`config.mk`:
```
export PLATFORM = sky130hd
export DESIGN_NAME = mem_arbiter
export DESIGN_NICKNAME = d
export VERILOG_FILES = /design/src/rtl/mem_arbiter_pkg.sv /design/src/rtl/mem_arbiter_streak_counter.sv /design/src/rtl/mem_arbiter.sv
export SDC_FILE = /design/constraint.sdc
export NUM_CORES = 1
export LEC_CHECK = 0
export CAP_MARGIN = 20
export CORE_MARGIN = 1
export CORE_UTILIZATION = 35
export CTS_BUF_LIST = sky130_fd_sc_hd__clkbuf_8
export CTS_CLUSTER_SIZE = 40
export DETAILED_ROUTE_END_ITERATION = 8
export PLACE_DENSITY = 0.71
export SLEW_MARGIN = 10
export SYNTH_ARGS = -nofsm -noshare
export SYNTH_HDL_FRONTEND = slang
export SYNTH_HIERARCHICAL = 1
export SYNTH_SLANG_ARGS = --single-unit
```
`constraint.sdc`:
```
create_clock -name CLK -period 3 [get_ports CLK]
set_input_delay 0.45 -clock CLK [delete_from_list [all_inputs] [get_ports CLK]]
set_output_delay 0.45 -clock CLK [all_outputs]
set_load 0.05 [all_outputs]
```
`src/rtl/mem_arbiter_pkg.sv`:
```
// Shared definitions for the memory arbiter.
// Holds the control FSM state encoding and the default parameter values
// used by mem_arbiter and streak_counter.
package mem_arbiter_pkg;

    localparam int AW_DEF         = 16;
    localparam int DW_DEF         = 16;
    localparam int STREAK_MAX_DEF = 4;

    // IDLE/RESP_* are the arbitration states; ACC_* drive the memory.
    typedef enum logic [2:0] {
        IDLE     = 3'd0,
        ACC_CPU  = 3'd1,
        ACC_DMA  = 3'd2,
        RESP_CPU = 3'd3,
        RESP_DMA = 3'd4
    } state_t;

endpackage

```
`src/rtl/mem_arbiter_streak_counter.sv`:
```
// streak_counter: counts consecutive CPU wins while a DMA request waits.
// Ports:
//   CLK, Reset   clock, synchronous active-high reset
//   dma_req      DMA request level; low clears the count every cycle
//   cpu_win      CPU won arbitration this cycle
//   dma_win      DMA won arbitration this cycle (clears the count)
//   at_max       count has saturated at STREAK_MAX (DMA must win next)
module streak_counter
    import mem_arbiter_pkg::*;
#(
    parameter int STREAK_MAX = STREAK_MAX_DEF
) (
    input  logic CLK,
    input  logic Reset,
    input  logic dma_req,
    input  logic cpu_win,
    input  logic dma_win,
    output logic at_max
);

    localparam int SW = (STREAK_MAX < 1) ? 1 : $clog2(STREAK_MAX + 1);
    localparam logic [SW-1:0] MAXV = SW'(STREAK_MAX);

    logic [SW-1:0] streak;

    always_ff @(posedge CLK) begin
        if (Reset) begin
            streak <= '0;
        end else if (!dma_req || dma_win) begin
            streak <= '0;
        end else if (cpu_win && streak != MAXV) begin
            streak <= streak + 1'b1;
        end
    end

    assign at_max = (streak == MAXV);

endmodule

```
`src/rtl/mem_arbiter.sv`:
```
// mem_arbiter: two-port (CPU, DMA) arbiter in front of a single memory.
// Each access takes two cycles: ACC (strobe memory) then RESP (done pulse,
// read data returned). Arbitration happens in IDLE and in both RESP states,
// so back-to-back traffic sustains one access every two cycles. The CPU has
// priority, but after STREAK_MAX consecutive CPU wins with DMA waiting, DMA
// is forced to win.
// Ports:
//   CLK, Reset                       clock, synchronous active-high reset
//   cpu_req/we/addr/wdata            CPU request (held until cpu_done)
//   cpu_gnt, cpu_done, cpu_rdata     CPU grant, completion pulse, read data
//   dma_*                            same set for the DMA/loader port
//   mem_en/we/addr/wdata, mem_rdata  memory side; rdata valid one cycle
//                                    after a mem_en read
module mem_arbiter
    import mem_arbiter_pkg::*;
#(
    parameter int AW         = AW_DEF,
    parameter int DW         = DW_DEF,
    parameter int STREAK_MAX = STREAK_MAX_DEF
) (
    input  logic          CLK,
    input  logic          Reset,
    input  logic          cpu_req,
    input  logic          cpu_we,
    input  logic [AW-1:0] cpu_addr,
    input  logic [DW-1:0] cpu_wdata,
    output logic          cpu_gnt,
    output logic          cpu_done,
    output logic [DW-1:0] cpu_rdata,
    input  logic          dma_req,
    input  logic          dma_we,
    input  logic [AW-1:0] dma_addr,
    input  logic [DW-1:0] dma_wdata,
    output logic          dma_gnt,
    output logic          dma_done,
    output logic [DW-1:0] dma_rdata,
    output logic          mem_en,
    output logic          mem_we,
    output logic [AW-1:0] mem_addr,
    output logic [DW-1:0] mem_wdata,
    input  logic [DW-1:0] mem_rdata
);

    state_t        state, state_nxt;
    logic          arb, at_max, cpu_win, dma_win;
    logic          we_q;
    logic [AW-1:0] addr_q;
    logic [DW-1:0] wdata_q;
    logic [DW-1:0] cpu_rd_q, dma_rd_q;
    logic          cpu_rd_cmp, dma_rd_cmp;

    assign arb     = (state == IDLE) || (state == RESP_CPU) || (state == RESP_DMA);
    assign cpu_win = arb && cpu_req && !(dma_req && at_max);
    assign dma_win = arb && dma_req && !cpu_win;

    streak_counter #(.STREAK_MAX(STREAK_MAX)) u_streak (
        .CLK     (CLK),
        .Reset   (Reset),
        .dma_req (dma_req),
        .cpu_win (cpu_win),
        .dma_win (dma_win),
        .at_max  (at_max)
    );

    always_ff @(posedge CLK) begin
        if (Reset) state <= IDLE;
        else       state <= state_nxt;
    end

    always_comb begin
        state_nxt = IDLE;
        cpu_gnt   = 1'b0;
        dma_gnt   = 1'b0;
        cpu_done  = 1'b0;
        dma_done  = 1'b0;
        mem_en    = 1'b0;
        case (state)
            ACC_CPU: begin
                cpu_gnt   = 1'b1;
                mem_en    = 1'b1;
                state_nxt = RESP_CPU;
            end
            ACC_DMA: begin
                dma_gnt   = 1'b1;
                mem_en    = 1'b1;
                state_nxt = RESP_DMA;
            end
            default: begin
                cpu_done = (state == RESP_CPU);
                dma_done = (state == RESP_DMA);
                if (cpu_win)      state_nxt = ACC_CPU;
                else if (dma_win) state_nxt = ACC_DMA;
            end
        endcase
    end

    // Request fields are captured on the win so the requester may change
    // them once the access is in flight.
    always_ff @(posedge CLK) begin
        if (Reset) begin
            we_q    <= 1'b0;
            addr_q  <= '0;
            wdata_q <= '0;
        end else if (cpu_win) begin
            we_q    <= cpu_we;
            addr_q  <= cpu_addr;
            wdata_q <= cpu_wdata;
        end else if (dma_win) begin
            we_q    <= dma_we;
            addr_q  <= dma_addr;
            wdata_q <= dma_wdata;
        end
    end

    assign mem_we    = mem_en && we_q;
    assign mem_addr  = addr_q;
    assign mem_wdata = wdata_q;

    // mem_rdata only arrives in the RESP cycle, so the done cycle forwards it
    // straight through while the holding register captures it for later.
    assign cpu_rd_cmp = (state == RESP_CPU) && !we_q;
    assign dma_rd_cmp = (state == RESP_DMA) && !we_q;

    always_ff @(posedge CLK) begin
        if (Reset) begin
            cpu_rd_q <= '0;
            dma_rd_q <= '0;
        end else begin
            if (cpu_rd_cmp) cpu_rd_q <= mem_rdata;
            if (dma_rd_cmp) dma_rd_q <= mem_rdata;
        end
    end

    assign cpu_rdata = cpu_rd_cmp ? mem_rdata : cpu_rd_q;
    assign dma_rdata = dma_rd_cmp ? mem_rdata : dma_rd_q;

endmodule

```
-- Word level (Yosys, flattened, before mapping)
Cells that the tools add are included.
Widths: inputs -> output; s select.
- flip-flop bits (word level): 71
- output and inout port bits: 70
- word-level logic and storage cells: 50
- add/sub/neg operators: 1
- equality and inequality tests: 6
- multiplexer cells: 16
- reductions and logical operators: 20
- operators by type and width (cell ; number):
    $mux 16 ; 6
    $logic_and 1x1->1 ; 9
    $mux 1 ; 7
    $eq 3x2->1 const B ; 2
    $eq 3x3->1 const B ; 2
    $pmux 3 s2 ; 1
    $logic_not 1->1 ; 4
    $mux 2 ; 2
    $reduce_or 2->1 ; 2
    $add 3x1->3 const B ; 1
    $eq 3x1->1 const B ; 1
    $logic_not 3->1 ; 1
    $logic_or 1x1->1 ; 3
    $ne 3x3->1 const B ; 1
    $reduce_bool 2->1 ; 1

-- Depth between registers and ports, before layout
- depth in word-level cells: 10
- gate-level depth with buffers: 9
- gate-level depth less buffers: 8

-- By module
Netlist, hierarchy kept.
- modules (own cells, without submodules) (module ; instances ; cells each ; area each (um^2)):
    mem_arbiter ; 1 ; 315 ; 2909.0
    streak_counter ; 1 ; 19 ; 206.4

-- Worst setup path before layout
Ideal clock, no wire load.
- kind: register -> output
- start point: register state[2]
- end point: output mem_we
- data arrival time: 2.191 ns
- required time: 2.550 ns
- slack: 0.359 ns
- stages on the path, launching flop included: 4
- path through: dfxtp_1 nand2b_1 o21ai_0 and2_1
- cells in the longest elaborated chain, start to end: 4
- elaborated cells on any way between the ends: 5
- RTL lines (item ; line ; text):
    from (decl) ; mem_arbiter.sv:44 ; state_t state, state_nxt;
    from (signal assigned) ; mem_arbiter.sv:67 ; else state <= state_nxt;
    $eq 3x2->1 / $eq 3x1->1 (equally long branches) ; mem_arbiter.sv:77 ; case (state)
    $reduce_or 2->1 (no line) (*) ; -- ;
    $mux 1 (*) ; mem_arbiter.sv:77 ;
    net mem_en ; mem_arbiter.sv:37 ; output logic mem_en,
    $logic_and 1x1->1 (*) ; mem_arbiter.sv:115 ; assign mem_we = mem_en && we_q;
    to (decl) ; mem_arbiter.sv:38 ; output logic mem_we,
The timed path passes the listed nets; every way through them passes the cells marked *.

-- Worst setup path after layout
- start point: register state[1]
- end point: output dma_rdata[4]
- cells in the longest elaborated chain, start to end: 3
- RTL lines (item ; line ; text):
    $eq 3x3->1 ; mem_arbiter.sv:122 ; assign dma_rd_cmp = (state == RESP_DMA) && !we_q;
    $logic_and 1x1->1 ; mem_arbiter.sv:122 ;
    $mux 16 ; -- ;
    to (decl) ; mem_arbiter.sv:36 ; output logic [DW-1:0] dma_rdata,
No other way between the ends.

==> results.toml <==
[status]
status = "finished, final reports clean"

[setup_path]
cp.required_ps = 2550
r2r_slack_ps = 1010
worst-path-max-fanout = 16
arrival_ps = 2080
start_kind = "flop"
critical_path_class = "reg -> out"
worst_setup_path_end_kind = "output port"
reg2regPathDepth = 7

[synthesis]
synth.distinct_cells = 33
synthSimpleGateAreaFrac = 0.2442
synth_compound_gate_area_share = 0.1165
yosys.area.top_type = "dfxtp_1"
synthMuxAreaShare = 0.1349
netlist_area_um2 = 3115
postSynthAreaPerCell_um2 = 9.328
synth_top_family_by_area = "simple AND/OR/NAND/NOR gates"
syn_inst = 334
synth_xor_area_frac = 0
synth_nets = 422
synth-edff-count = 0
synth-seq-area-share = 0.4562
ys_warn_count = 6
yosysMostFrequentCell = "dfxtp_1"
synthTopCellsByArea = "dfxtp_1 (46%), a311oi_1 (9.3%), mux2_2 (8.7%), nand2_1 (8.2%), nor2_1 (5.1%)"
yosysTopAreaCellShare = 0.4562
synth_top_flop_cell = "dfxtp_1"
synthAdderAreaFrac = 0.008032
synthTopCellsByCount = "dfxtp_1 (71), nand2_1 (68), nor2_1 (42)"
async_reset_ff_frac = 0
ys_seq_elements = 71

[clock_network]
cts_tree = "built"
clk_pin_slew_ps = 80
h-tree-depth = 3
cts_buffer_depth = 2
numCtsBuffers = 9
cts.sinks = 71
cts_setup_buffers = 0
cts_resized = 0
worst_skew_pair.late_latency_ps = 340
cts-hold-fix-buffers = 0
cts-root-buf = "clkbuf_8"

[sta]
max_freq_ghz = 0.3949
finalCritPeriodShare = 0.8441
post-route-min-period_ps = 2532
slew_headroom = 0.4808
worst_clock_skew_ps = 10.92
setup_tns_ps = 0
finalSetupViolCount = 0
hold_viol = 0
finalMaxSlewViolations = 0
rsz0062_at_grt = "false"
tightest_slew_ps = 778.8

[power]
p_leak_uw = 0.002100
power_density_nw_per_um2 = 556.5
switching_share = 0.3308
seqPwrFrac = 0.380
clkPwrFrac = 0.300
comb_power_share = 0.319
p_sw_uw = 925.2
p_int_uw = 1872
total_power_uw = 2797
irDropWorstVdd_v = 0.0002960

[min_path]
min_path_type = "reg -> reg"
min_path_cells = 2

[final_layout]
num_antenna_cells = 0
nets = 573
finalCoreUtilization = 0.5792
fill_cells = 791
syn2layout_area_growth_pct = 61.33
drive_gt1_frac = 0.1980

[floorplanning]
row_count = 34
pin_count = 156
start_util = 0.3590
fp.coreArea_um2 = 8678
fp.dieH_um = 96.35
die_area_um2 = 9282
die_w_um = 96.35

[grt]
antenna_found_initial = 0
grt_use_total = 0.1711
grt_max_degree = 46
grt_first_pass_wirelength_um = 12210
overflow = 0
grt_pass1_vias = 2671

[drt]
routedWlPerCell_um = 13.84
routed_wl_um = 8276
drt_iter0_drc = 96
vias = 2854
ant_nets = 0
first_pass_iters = 4
viasPerCell = 4.773
route.detailed.drc = 0

[job]
maxCapViolCount = 0

[placed_design]
dp_hpwl_um = 6079
gp_congestion = 0.7619
port_buffers = 155
critical path: stages, from the launching register on:
cell     delay [ps]
dfxtp_1         380
or2_4           290
nor3b_4         180
buf_4           310
mux2_2          390
buf_4           190
routing by layer:
layer  vias up  global-route usage  share of wire
li1       1446                   -              -
met4         0             0.04902         0.0071
met3         7             0.06319          0.086
met1      1306              0.1949           0.43
met2        95              0.2985           0.48
met5         -                   0              0
final timing paths:
kind	start	end
max	state[1]	dma_rdata[4]
min	mem_addr[11]	mem_addr[11]
max reg2reg	u_streak/streak[0]	u_streak/streak[1]
min reg2reg	mem_addr[11]	mem_addr[11]
cell families after synthesis:
logic type               Yosys count
AND/OR/NAND/NOR                  157
flip-flops                        71
AO/OA/AOI/OAI                     43
multiplexers                      34
buffers and inverters             27
adder cells (fa/ha/maj)            2
cell type report:
type | instances | area [µm²] | share of cell area
sequential | 71 | 1421 | 0.2828
clock buffer | 10 | 137.6 | 0.02738
timing repair buffer | 163 | 1652 | 0.3286
inverter | 4 | 15.01 | 0.002987
clock inverter | 6 | 85.08 | 0.01693
tap | 108 | 135.1 | 0.02689
multi-input combinational | 236 | 1580 | 0.3144
sequential cells by signal, summed over array words and instances (netlist names):
| register | cells |
|---|---|
| cpu_rd_q | 16 |
| dma_rd_q | 16 |
| mem_addr | 16 |
| mem_wdata | 16 |
| state | 3 |
| u_streak/streak | 3 |
| we_q | 1 |
per-stage QoR:
stage / setup WS [ps] / hold WS [ps] / std cells / cell area (µm²)
3_3_place_gp: 755.6 / 484.6 / 582 / 4803
6_report: 467.8 / 494.8 / 598 / 5026
2_1_floorplan: 358.6 / 510.9 / 334 / 3115
3_5_place_dp: 646.6 / 491.2 / 582 / 4803
4_1_cts: 436.5 / 499.1 / 598 / 5026
5_1_grt: 385.2 / 516.8 / 598 / 5026
power by group through the flow:
stage          clock (µW)  combinational, µW  sequential (µW)
5_1_grt               909                949             1070
4_1_cts               866                902             1060
3_5_place_dp            0                899             1090
2_1_floorplan           0                341             1290
3_3_place_gp            0                892             1080
6_report              840                894             1060
layout by cell type, fill, tap and decap left out, drive strengths merged, types with 2 or more instances in the layout:
cell type and instances:
bufinv 2, inv 5, a21boi 2, buf 41, dfxtp 71, nand2b 2, a311oi 33, ha 2
nor2 43, and4bb 3, clkdlybuf4s50 122, nand2 68, a21oi 4, mux2 34, and2b 10, and2 3
nor2b 22, clkinv 2, clkbuf 10
(Power assumes the default switching activity.)
